## src/rtl/i2c_scl_sequencer.sv

```systemverilog
// I2C master bit sequencer: drives open-drain SCL/SDA pull-downs through four equal phases per command.
// Latency: done pulses in the first IDLE cycle, 4*Q cycles after accept (plus stretched cycles); Q = max(div_q,1).
// Backpressure: cmd_ready high only in IDLE; cmd_valid while busy is ignored. Optional macro: I2C_CLK_STRETCH_EN.
module i2c_scl_sequencer #(
  parameter int DIV_W = 8
) (
  input  logic             clk_in,
  input  logic             rst_n,
  input  logic [DIV_W-1:0] div_q,
  input  logic [1:0]       cmd,
  input  logic             cmd_wbit,
  input  logic             cmd_valid,
  output logic             cmd_ready,
  output logic             done,
  output logic             busy,
  output logic             rx_bit,
  input  logic             scl_in,
  input  logic             sda_in,
  output logic             scl_drive_low,
  output logic             sda_drive_low
);

  typedef enum logic [2:0] {IDLE, PH_A, PH_B, PH_C, PH_D} state_t;

  localparam logic [1:0] CMD_START = 2'b00;
  localparam logic [1:0] CMD_STOP  = 2'b01;
  localparam logic [1:0] CMD_WRITE = 2'b10;
  localparam logic [1:0] CMD_READ  = 2'b11;

  localparam logic [DIV_W-1:0] ONE = {{(DIV_W-1){1'b0}}, 1'b1};

  state_t           r_state;
  logic [DIV_W-1:0] r_cnt;
  logic [DIV_W-1:0] r_q;
  logic [1:0]       r_cmd;
  logic             r_wbit;
  logic             r_scl_low;
  logic             r_sda_low;
  logic             r_done;
  logic             r_rx_bit;

  state_t           w_state_nxt;
  logic [DIV_W-1:0] w_cnt_nxt;
  logic [DIV_W-1:0] w_q_in;
  logic             w_accept;
  logic             w_stall;
  logic             w_tick;
  logic             w_done_nxt;
  logic             w_lv_load;
  logic [1:0]       w_lv_phase;
  logic [1:0]       w_lv_cmd;
  logic             w_lv_wbit;
  logic [1:0]       w_lv;

  // Pull-down pattern {scl_low, sda_low} for a command in phase 0..3 (A..D).
  function automatic logic [1:0] f_drive(input logic [1:0] c, input logic wb, input logic [1:0] ph);
    f_drive = 2'b00;
    case (c)
      CMD_START: begin
        case (ph)
          2'd0:    f_drive = 2'b00;
          2'd1:    f_drive = 2'b00;
          2'd2:    f_drive = 2'b01;
          default: f_drive = 2'b11;
        endcase
      end
      CMD_STOP: begin
        case (ph)
          2'd0:    f_drive = 2'b11;
          2'd1:    f_drive = 2'b01;
          2'd2:    f_drive = 2'b01;
          default: f_drive = 2'b00;
        endcase
      end
      CMD_WRITE: f_drive = {(ph == 2'd0) || (ph == 2'd3), ~wb};
      default:   f_drive = {(ph == 2'd0) || (ph == 2'd3), 1'b0};
    endcase
  endfunction

  assign cmd_ready     = (r_state == IDLE);
  assign busy          = ~cmd_ready;
  assign done          = r_done;
  assign rx_bit        = r_rx_bit;
  assign scl_drive_low = r_scl_low;
  assign sda_drive_low = r_sda_low;

  assign w_accept  = cmd_valid && cmd_ready;
  assign w_q_in    = (div_q == '0) ? ONE : div_q;
  assign w_lv_cmd  = w_accept ? cmd : r_cmd;
  assign w_lv_wbit = w_accept ? cmd_wbit : r_wbit;
  assign w_lv      = f_drive(w_lv_cmd, w_lv_wbit, w_lv_phase);

`ifdef I2C_CLK_STRETCH_EN
  // A slave holding SCL low right after we release it freezes the phase B counter at zero.
  assign w_stall = (r_state == PH_B) && (r_cmd != CMD_START) && (r_cnt == '0) && !scl_in;
`else
  logic w_unused_scl;
  assign w_unused_scl = scl_in;
  assign w_stall      = 1'b0;
`endif

  assign w_tick = (r_state != IDLE) && !w_stall && (r_cnt == (r_q - ONE));

  // Next-state, counter and phase-entry decode.
  always_comb begin
    w_state_nxt = r_state;
    w_cnt_nxt   = r_cnt;
    w_done_nxt  = 1'b0;
    w_lv_load   = 1'b0;
    w_lv_phase  = 2'd0;
    if (r_state != IDLE) begin
      if (w_tick)       w_cnt_nxt = '0;
      else if (!w_stall) w_cnt_nxt = r_cnt + ONE;
    end
    case (r_state)
      IDLE: begin
        if (w_accept) begin
          w_state_nxt = PH_A;
          w_cnt_nxt   = '0;
          w_lv_load   = 1'b1;
          w_lv_phase  = 2'd0;
        end
      end
      PH_A: if (w_tick) begin w_state_nxt = PH_B; w_lv_load = 1'b1; w_lv_phase = 2'd1; end
      PH_B: if (w_tick) begin w_state_nxt = PH_C; w_lv_load = 1'b1; w_lv_phase = 2'd2; end
      PH_C: if (w_tick) begin w_state_nxt = PH_D; w_lv_load = 1'b1; w_lv_phase = 2'd3; end
      PH_D: if (w_tick) begin w_state_nxt = IDLE; w_done_nxt = 1'b1; end
      default: begin
        w_state_nxt = IDLE;
        w_cnt_nxt   = '0;
      end
    endcase
  end

  // State and quarter counter registers.
  always_ff @(posedge clk_in) begin
    if (!rst_n) begin
      r_state <= IDLE;
      r_cnt   <= '0;
    end else begin
      r_state <= w_state_nxt;
      r_cnt   <= w_cnt_nxt;
    end
  end

  // Command capture on accept; divisor is frozen for the whole command.
  always_ff @(posedge clk_in) begin
    if (!rst_n) begin
      r_q    <= ONE;
      r_cmd  <= CMD_START;
      r_wbit <= 1'b0;
    end else if (w_accept) begin
      r_q    <= w_q_in;
      r_cmd  <= cmd;
      r_wbit <= cmd_wbit;
    end
  end

  // Line drives change on phase entry and hold through IDLE; READ samples SDA at the end of phase B.
  always_ff @(posedge clk_in) begin
    if (!rst_n) begin
      r_scl_low <= 1'b0;
      r_sda_low <= 1'b0;
      r_done    <= 1'b0;
      r_rx_bit  <= 1'b0;
    end else begin
      r_done <= w_done_nxt;
      if (w_lv_load) begin
        r_scl_low <= w_lv[1];
        r_sda_low <= w_lv[0];
      end
      if ((r_state == PH_B) && w_tick && (r_cmd == CMD_READ)) r_rx_bit <= sda_in;
    end
  end

endmodule

```

## config.mk

```make
export PLATFORM = sky130hd
export DESIGN_NAME = i2c_scl_sequencer
export DESIGN_NICKNAME = d
export VERILOG_FILES = /design/src/rtl/i2c_scl_sequencer.sv
export SDC_FILE = /design/constraint.sdc
export NUM_CORES = 1
export LEC_CHECK = 0
export ABC_AREA = 1
export CAP_MARGIN = 20
export CORE_ASPECT_RATIO = 1.1
export CORE_MARGIN = 2
export CORE_UTILIZATION = 58
export CTS_CLUSTER_DIAMETER = 30
export DETAILED_ROUTE_END_ITERATION = 7
export PLACE_DENSITY = 0.93
export SLEW_MARGIN = 20
export SYNTH_ARGS = -nofsm -noshare
export SYNTH_HDL_FRONTEND = slang
export SYNTH_SLANG_ARGS = --single-unit
```

## constraint.sdc

```tcl
create_clock -name clk_in -period 5.95 [get_ports clk_in]
set_input_delay 1.19 -clock clk_in [delete_from_list [all_inputs] [get_ports clk_in]]
set_output_delay 1.19 -clock clk_in [all_outputs]
set_load 0.005 [all_outputs]
```

# ---- Word level (Yosys, flattened, before mapping)
# Index checks and enable logic that the tools add are counted.
dict set report word_totals {
  regBits 26
  elab_cells 68
  out_inout_bits 6
  in_bits 16
}
dict set report classes {
  n_mux 23
  bitwise 2
  eq_ne 16
  n_reduce_logical 16
  add_sub_neg 2
}
# operator n
set ops {}
lappend ops {{$mux W8} 4}
lappend ops {{$pmux W8 S2} 1}
lappend ops {{$mux W3} 5}
lappend ops {{$pmux W3 S5} 1}
lappend ops {{$pmux W2 S3} 2}
lappend ops {{$add A8 B1 Y8 const B} 1}
lappend ops {{$eq A2 B2 Y1 const B} 4}
lappend ops {{$eq A8 B8 Y1} 1}
lappend ops {{$logic_not A8 Y1} 1}
lappend ops {{$ne A2 B2 Y1 const B} 4}
lappend ops {{$pmux W2 S2} 2}
lappend ops {{$sub A8 B1 Y8 const B} 1}
lappend ops {{$eq A3 B2 Y1 const B} 2}
lappend ops {{$mux W2} 3}
lappend ops {{$reduce_and A5 Y1} 1}
lappend ops {{$eq A2 B1 Y1 const B} 2}
lappend ops {{$logic_and A1 B1 Y1} 4}
lappend ops {{$logic_not A2 Y1} 2}
lappend ops {{$mux W1} 4}
lappend ops {{$reduce_or A2 Y1} 2}
lappend ops {{$reduce_or A4 Y1} 1}
lappend ops {{$eq A3 B1 Y1 const B} 1}
lappend ops {{$eq A3 B3 Y1 const B} 1}
lappend ops {{$logic_not A3 Y1} 1}
lappend ops {{other kinds (7)} 8}

# ---- Logic depth before layout (Yosys ltp)
# Gate-level depths: netlist of run 1.
dict set report depth {
  word_depth 9
  depth_mapped 17
  ltp_nobuf 17
}

# ---- Least setup slack after synthesis of run 1
# No wires, ideal clock.
dict set report synth_path {
  path_kind {register -> register}
  startpoint {register r_q[0]}
  endpoint {register r_sda_low (netlist: sda_drive_low)}
  required_time_ns 5.830
  period_less_slack_ns 2.079
  stages_incl_launch_ff 17
  arrival_ns 1.959
  n_path_buf 0
  setup_time_ns 0.120
  slack_ns 3.871
  path_cell_list {dfxtp_1 inv_1 ha_1 inv_1 nand2_1 nand2_1 nor2_1 nand2_1 nor2_1 nand3_1 nor2_4 nand3_1 ha_1 o211ai_1 nand3_1 nand2_1 a21oi_1}
}
dict set report synth_between {
  elab_chain_len 9
  word_cells_on_any_way 17
  cone_classes {1 x add/sub; 3 x eq/ne; 9 x mux; 4 x reduce/logical}
}
# item line
set synth_lines {}
lappend synth_lines {{start: declaration} 34} ;# logic [DIV_W-1:0] r_q;
lappend synth_lines {{start signal: assignment} 153} ;# r_q <= w_q_in;
lappend synth_lines {{$sub A8 B1 Y8 *} 102} ;# assign w_tick = (r_state != IDLE) && !w_stall && (r_cnt == (r_q - ONE));
lappend synth_lines {{$eq A8 B8 Y1 *} 102}
lappend synth_lines {{$logic_and A1 B1 Y1 *} 102}
lappend synth_lines {{$mux W2, or another cell as far along} 126} ;# PH_C: if (w_tick) begin w_state_nxt = PH_D; w_lv_load = 1'b1; w_lv_phase = 2'd3; end
lappend synth_lines {{$pmux W2 S3} 115} ;# case (r_state)
lappend synth_lines {{$eq A2 B2 Y1, or another cell as far along} {60, 68}}
lappend synth_lines {{$reduce_or A2 Y1 (no line)} --}
lappend synth_lines {{$pmux W2 S2 (on tied branches)} {68, 60}}
lappend synth_lines {{$pmux W2 S3} 58} ;# case (c)
lappend synth_lines {{end signal: assignment} 170} ;# r_sda_low <= w_lv[0];
lappend synth_lines {{end: declaration} 38} ;# logic r_sda_low;
# Every way passes the cells marked *; elsewhere a longest branch is shown, timed or not.
# A chain may end at the register's enable or synchronous reset.

# ---- Worst setup path in the final report of run 1
dict set report layout_path {
  startpoint {register r_state[0]}
  endpoint {output cmd_ready}
}
dict set report layout_between {
  elab_chain_len 1
}
# item line
set layout_lines {}
lappend layout_lines {{start: declaration} 32} ;# state_t r_state;
lappend layout_lines {{start signal: assignment} 141} ;# r_state <= w_state_nxt;
lappend layout_lines {{$logic_not A3 Y1} 80} ;# assign cmd_ready = (r_state == IDLE);
lappend layout_lines {{end: declaration} 13} ;# output logic cmd_ready,
# No other way between the ends.

==> results of run 1 <==
[registers in the layout, summed over array words and instances (netlist names)]
| name | flops |
|---|---|
| r_cnt | 8 |
| r_q | 8 |
| r_state | 3 |
| r_cmd | 2 |
| done | 1 |
| r_wbit | 1 |
| rx_bit | 1 |
| scl_drive_low | 1 |
| sda_drive_low | 1 |
[metal layers]
layer	wire (microns)	part of all wire (%)	global-route usage (%)
met2	1580	51	42.3
met5	0	0	0
met1	1340	43	27.4
met3	101	3.3	2.32
met4	60	1.9	9.16
[logic make-up (layout without fill, tap and decap cells)]
| group | count (synthesis) | after routing | synth area share (%) |
|---|---|---|---|
| compound gates | 29 | 29 | 10.3 |
| simple gates | 124 | 124 | 36.5 |
| buf+inv | 38 | 57 | 9.90 |
| flops | 26 | 26 | 34.0 |
| xor+xnor | 9 | 9 | 5.16 |
| fa+ha+maj | 5 | 5 | 4.09 |
[synthesized netlist by cell type]
cell type / instances / area, sq um
a21oi_1: 13 / 65.1
buf_6: 1 / 11.3
clkbuf_1: 2 / 7.51
clkbuf_2: 1 / 5.00
clkinv_1: 1 / 3.75
dfxtp_1: 26 / 521
ha_1: 5 / 62.6
inv_1: 31 / 116
inv_2: 2 / 7.51
nand2_1: 49 / 184
nand2_2: 2 / 12.5
nand2_4: 1 / 11.3
nand3_1: 20 / 100
nand3_2: 1 / 10.0
nand3b_1: 3 / 22.5
nand4_1: 3 / 18.8
nor2_1: 35 / 131
nor2_2: 1 / 6.26
nor2_4: 2 / 22.5
nor3_1: 4 / 20.0
nor4_1: 1 / 6.26
o211ai_1: 2 / 15.0
o21ai_0: 11 / 55.1
o21ai_1: 1 / 5.00
o21ai_2: 2 / 17.5
or2_1: 1 / 6.26
or2_2: 1 / 6.26
xnor2_1: 2 / 17.5
xor2_1: 7 / 61.3
[cell type report]
| cell class | instances | area [sq um] |
|---|---|---|
| fill | 223 | 729 |
| inverter | 34 | 128 |
| multi-input combinational | 167 | 857 |
| timing repair buffer | 20 | 200 |
| clock buffer | 3 | 22.5 |
| sequential | 26 | 520 |
| tap | 31 | 38.8 |
[critical path: cells and delay by family, from the launching register on]
family                 cells  cell delay (ns)
buffers and inverters      2             0.56
DFF                        1             0.40
and+or+nand+nor            2             0.27
[power groups by stage]
stage	logic, W	clock network [W]	registers, W
global placement	0.000366	0	0.000248
finish	0.000379	0.0000726	0.000246
global route	0.000432	0.0000801	0.000250
CTS	0.000379	0.0000759	0.000245
floorplan	0.000288	0	0.000242
detailed placement	0.000377	0	0.000249
[path summary, 6_finish.rpt]
kind                    to  slack [ns]  cells past startpoint
min          sda_drive_low        0.49                      2
max              cmd_ready        3.21                      4
min reg2reg  sda_drive_low        0.49                      2
max reg2reg  sda_drive_low        3.56                     17
[metrics by stage]
| stage | instance area (sq um) | utilization [%] | std cells | power [W] |
|---|---|---|---|---|
| 3_5_place_dp | 1740 | 69.9 | 278 | 0.000625 |
| 5_1_grt | 1770 | 70.8 | 281 | 0.000762 |
| 2_1_floorplan | 1530 | - | 231 | 0.000530 |
| 3_3_place_gp | 1740 | 69.9 | 278 | 0.000613 |
| 4_1_cts | 1770 | 70.8 | 281 | 0.000700 |
| 6_report | 1770 | 70.8 | 281 | 0.000698 |
==> metrics.txt, run 1 <==
Hold Path Class reg2reg; average wire per standard cell 11.0 microns; fin crit period 2.74 ns; setup violators final 0; Area growth, synth to finish 15.5%; DP HPWL 2.38 mm; cell leakage power 0.809 nW; Hold Slack 0.494 ns; Root Buffer clkbuf_4; Synth Net Count 252; Initial DRT Pass Iterations 5; final worst slack 3.21 ns; antenna violations before repair 0; FF-to-FF Start r_q[0]; actual slew at the worst max-slew pin 0.412 ns; Setup Fix Bufs, Post-CTS 0; commonest non-fill, non-tap cell in the layout nand2_1; Worst slew margin 72.4%; GR Overflow Total 0; Critical Path AT 1.55 ns; pwr/cell area 395 nW/um^2; FMAX 366 MHz; critical path capture point type output pin; Net Sw Power 0.000317 W; largest net degree at the start of global routing 23; hold path start sda_drive_low; Die Wd 53.0 microns; Fin. Hold Viols 0; cts repair resizes 0; Worst path slowest cell clkdlybuf4s50_1; CTS tree done; Seq pwr share 35.2%; CTS buffer count 3; routability cong. 0.880; Clock Path Buffers 2; Synth warnings 0; CP cell instances nor2_4 -> nand2_4 -> inv_2 -> clkdlybuf4s50_1; die extent in y 57.9 microns; Post-Syn Area 1530 sq um; Gate power share 54.4%; Mean Syn Cell Area 6.62 sq um; Initial DRC Count 18; RSZ-0062 raised after global routing no; Initial Util 61.3%; Fin Setup TNS 0 ns; Rows 19; Clock power frac 10.4%; Place WS 3.03 ns; post-synthesis sequential area ratio 34.0%; drt drc 0; gr usage total 23.2%; H-tree levels 1; Antenna diodes 0; nets@finish 273; Reg clk slew, reported paths 0.13 ns; Routed Antenna Nets 0; outcome finished clean; clock sink total 26; switching fraction of total power 45.5%; fin crit share 46.0%; synthesized flop and latch total 26; CP required 4.76 ns; P_int 0.000381 W; Worst Setup SP r_state[0]; vias in the first global route 1367; Max FO, Critical Path 7; Worst Clk Skew 0.00259 ns; clk_lat worst skew 0.32 ns; die area 3060 sq um; DR vias 1466; port bufs 20; type of origin of the critical path register; max incr delay on CP 0.49 ns; Worst IR Drop VDD 0.000287 V; layout cells sized above 1 6.00%; maxcap violations 0; critical path class reg2out; Post-CTS Hold Buffers 0; Gate Count Post-Synth 231; Vias/cell 5.22; Total Wirelength 3.08 mm; first-pass GRT wire length 5.44 mm; Core Area 2500 sq um; Ports 22; Yosys cell types 29; fin. max-slew vios 0; most frequent cells in the layout nand2_1 (49), nor2_1 (35), inv_1 (31), dfxtp_1 (26)
No activity file was read; power rests on OpenSTA's default activity.
==> run 2, diff against run 1 <==
Settings changed: CORE_UTILIZATION 58 to 48, PLACE_DENSITY 0.93 to 0.84.
Clock period 5.95 ns to 2.3 ns, I/O delays scaled along.
==> run 2 against run 1 <==
Effect of this change:
- flip-flop and latch count stayed put
- largest power group unchanged
- setup slack worse by 3.1 ns
- routed wire length is 14% higher
- sequential power grew to 2.6 times the previous value
- first-iteration DRC count grew to 3.6 times the previous value
- total power grew to 2.9 times the previous value
- core utilization is 8.3 points lower
==> metrics.txt, run 2 (synthesis results as in run 1) <==
outcome finished clean; FMAX 453 MHz; Antenna diodes 0; DP HPWL 2.59 mm; Initial Util 50.2%; Worst Clk Skew 0.00298 ns; grt met1 use 22.7%; Fin. Hold Viols 0; routability cong. 0.855; CTS tree done; antenna violations before repair 0; Total Wirelength 3.51 mm; Largest regs r_cnt: 8 flops, r_q: 8 flops, r_state: 3 flops; Worst slew margin 72.0%; Die Wd 57.8 microns; drt drc 0; Crit path top cell by count nand2_1; cell leakage power 0.842 nW; Reg clk slew, reported paths 0.14 ns; most frequent cells in the layout nand2_1 (49), nor2_1 (35), inv_1 (26), dfxtp_1 (24), clkdlybuf4s50_1 (20); design area 1900 sq um; Hold Slack 0.497 ns; GR Overflow Total 0; critical path capture point type register; Initial DRT Pass Iterations 4; commonest non-fill, non-tap cell in the layout nand2_1; multi-input logic area 921 sq um; FF/Latch Area 523 sq um; vias in the first global route 1397; Post-CTS Hold Buffers 0; pwr/cell area 1050 nW/um^2; Vias/cell 5.18; actual slew at the worst max-slew pin 0.418 ns; maxcap violations 0; Rows 21; clock sink total 26; die extent in y 63.2 microns; Worst path slowest cell dfxtp_2; layout cells sized above 1 14.3%; met2 usage 34.8%; port bufs 20; die area 3650 sq um; Root Buffer clkbuf_4; fin util 62.4%; average wire per standard cell 12.0 microns; Hold Path Class reg2reg; total power 0.00200 W; gr busiest metal met2; Clock Path Buffers 2; gr usage total 18.9%; fin crit share 96.0%; CTS buffer count 3; nets@finish 280; critical path class reg2reg; CP required 2.56 ns; Ports 22; Area growth, synth to finish 24.5%; Max FO, Critical Path 3; H-tree levels 1; Post-Place Cell Area 1790 sq um; first-pass GRT wire length 5.63 mm; Fin Setup TNS 0 ns; DR vias 1513; fin. max-slew vios 0; largest net degree at the start of global routing 20; CP cell instances inv_2 -> ha_4 -> inv_2 -> nand2_1 -> nand2_1 -> nor2_1 -> nand2_1 -> nor2_1 -> nand3_2 -> nor2_4 -> nand3_4 -> inv_2 -> ha_4 -> o211ai_1 -> nand3_1 -> nand2_1 -> a21oi_2; Fill cells 278; Routed Antenna Nets 0; max incr delay on CP 0.37 ns; RSZ-0062 raised after global routing yes; Critical Path AT 2.46 ns; setup violators final 0; clk_lat worst skew 0.31 ns; Worst IR Drop VDD 0.000740 V; Core Area 3050 sq um; fin crit period 2.21 ns; type of origin of the critical path register; Initial DRC Count 65; grt met3 use 1.85%
run 2: cell types whose count changed in the layout (fill, tap and decap cells not counted), sizes merged:
| cell | previous run | this run |
|---|---|---|
| clkbuf | 3 | 4 |
| buf | 0 | 7 |
run 2: what timing repair did:
item,4_1_cts,5_1_grt
endpoints found under the setup margin,0,2
setup buffers,0,2
resized for setup,0,17
run 2: critical path: cells and delay by family (launching register included):
kind            cells  cell delay [ns]
compound gates      2             0.20
fa+ha+maj           2             0.40
buf+inv             3             0.17
flops               1             0.37
simple gates       10             1.00
run 2: per-layer routing:
| layer | wire length (microns) | vias to the layer above | share of wire [%] |
|---|---|---|---|
| met4 | 21 | 0 | 0.60 |
| met1 | 1490 | 698 | 42 |
| met3 | 104 | 2 | 3.0 |
| met5 | 0 | - | 0 |
| li1 | - | 789 | - |
| met2 | 1900 | 24 | 54 |
run 2: layout make-up:
class / instances / share of cell area, %
multi-input combinational: 167 / 48.4
sequential: 26 / 27.5
timing repair buffer: 27 / 13.3
inverter: 34 / 6.71
tap: 34 / 2.24
clock buffer: 4 / 1.91
run 2: power by group:
| group | internal, W | switching [W] |
|---|---|---|
| combinational | 0.000447 | 0.000677 |
| clock | 0.0000967 | 0.000133 |
| sequential | 0.000550 | 0.0000972 |
run 2: per-stage QoR:
step | cells | worst slack [ns]
after floorplan | 231 | 0.221
after global placement | 286 | 0.111
after detailed placement | 286 | 0.101
after CTS | 290 | 0.0727
after global routing | 292 | -0.0572
final | 292 | 0.0920
run 2: final timing paths:
kind,startpoint,end,slack [ns],cells after the start
min,r_q[1],r_q[1],0.50,2
max,r_q[1],sda_drive_low,0.09,17
max reg2reg,r_q[1],sda_drive_low,0.09,17
min reg2reg,r_q[1],r_q[1],0.50,2
==> run 3, diff against run 2 <==
Settings changed: SLEW_MARGIN 20 to 15.
==> results of run 3 <==
Final layout, timing and power as in run 2 (identical DEF).
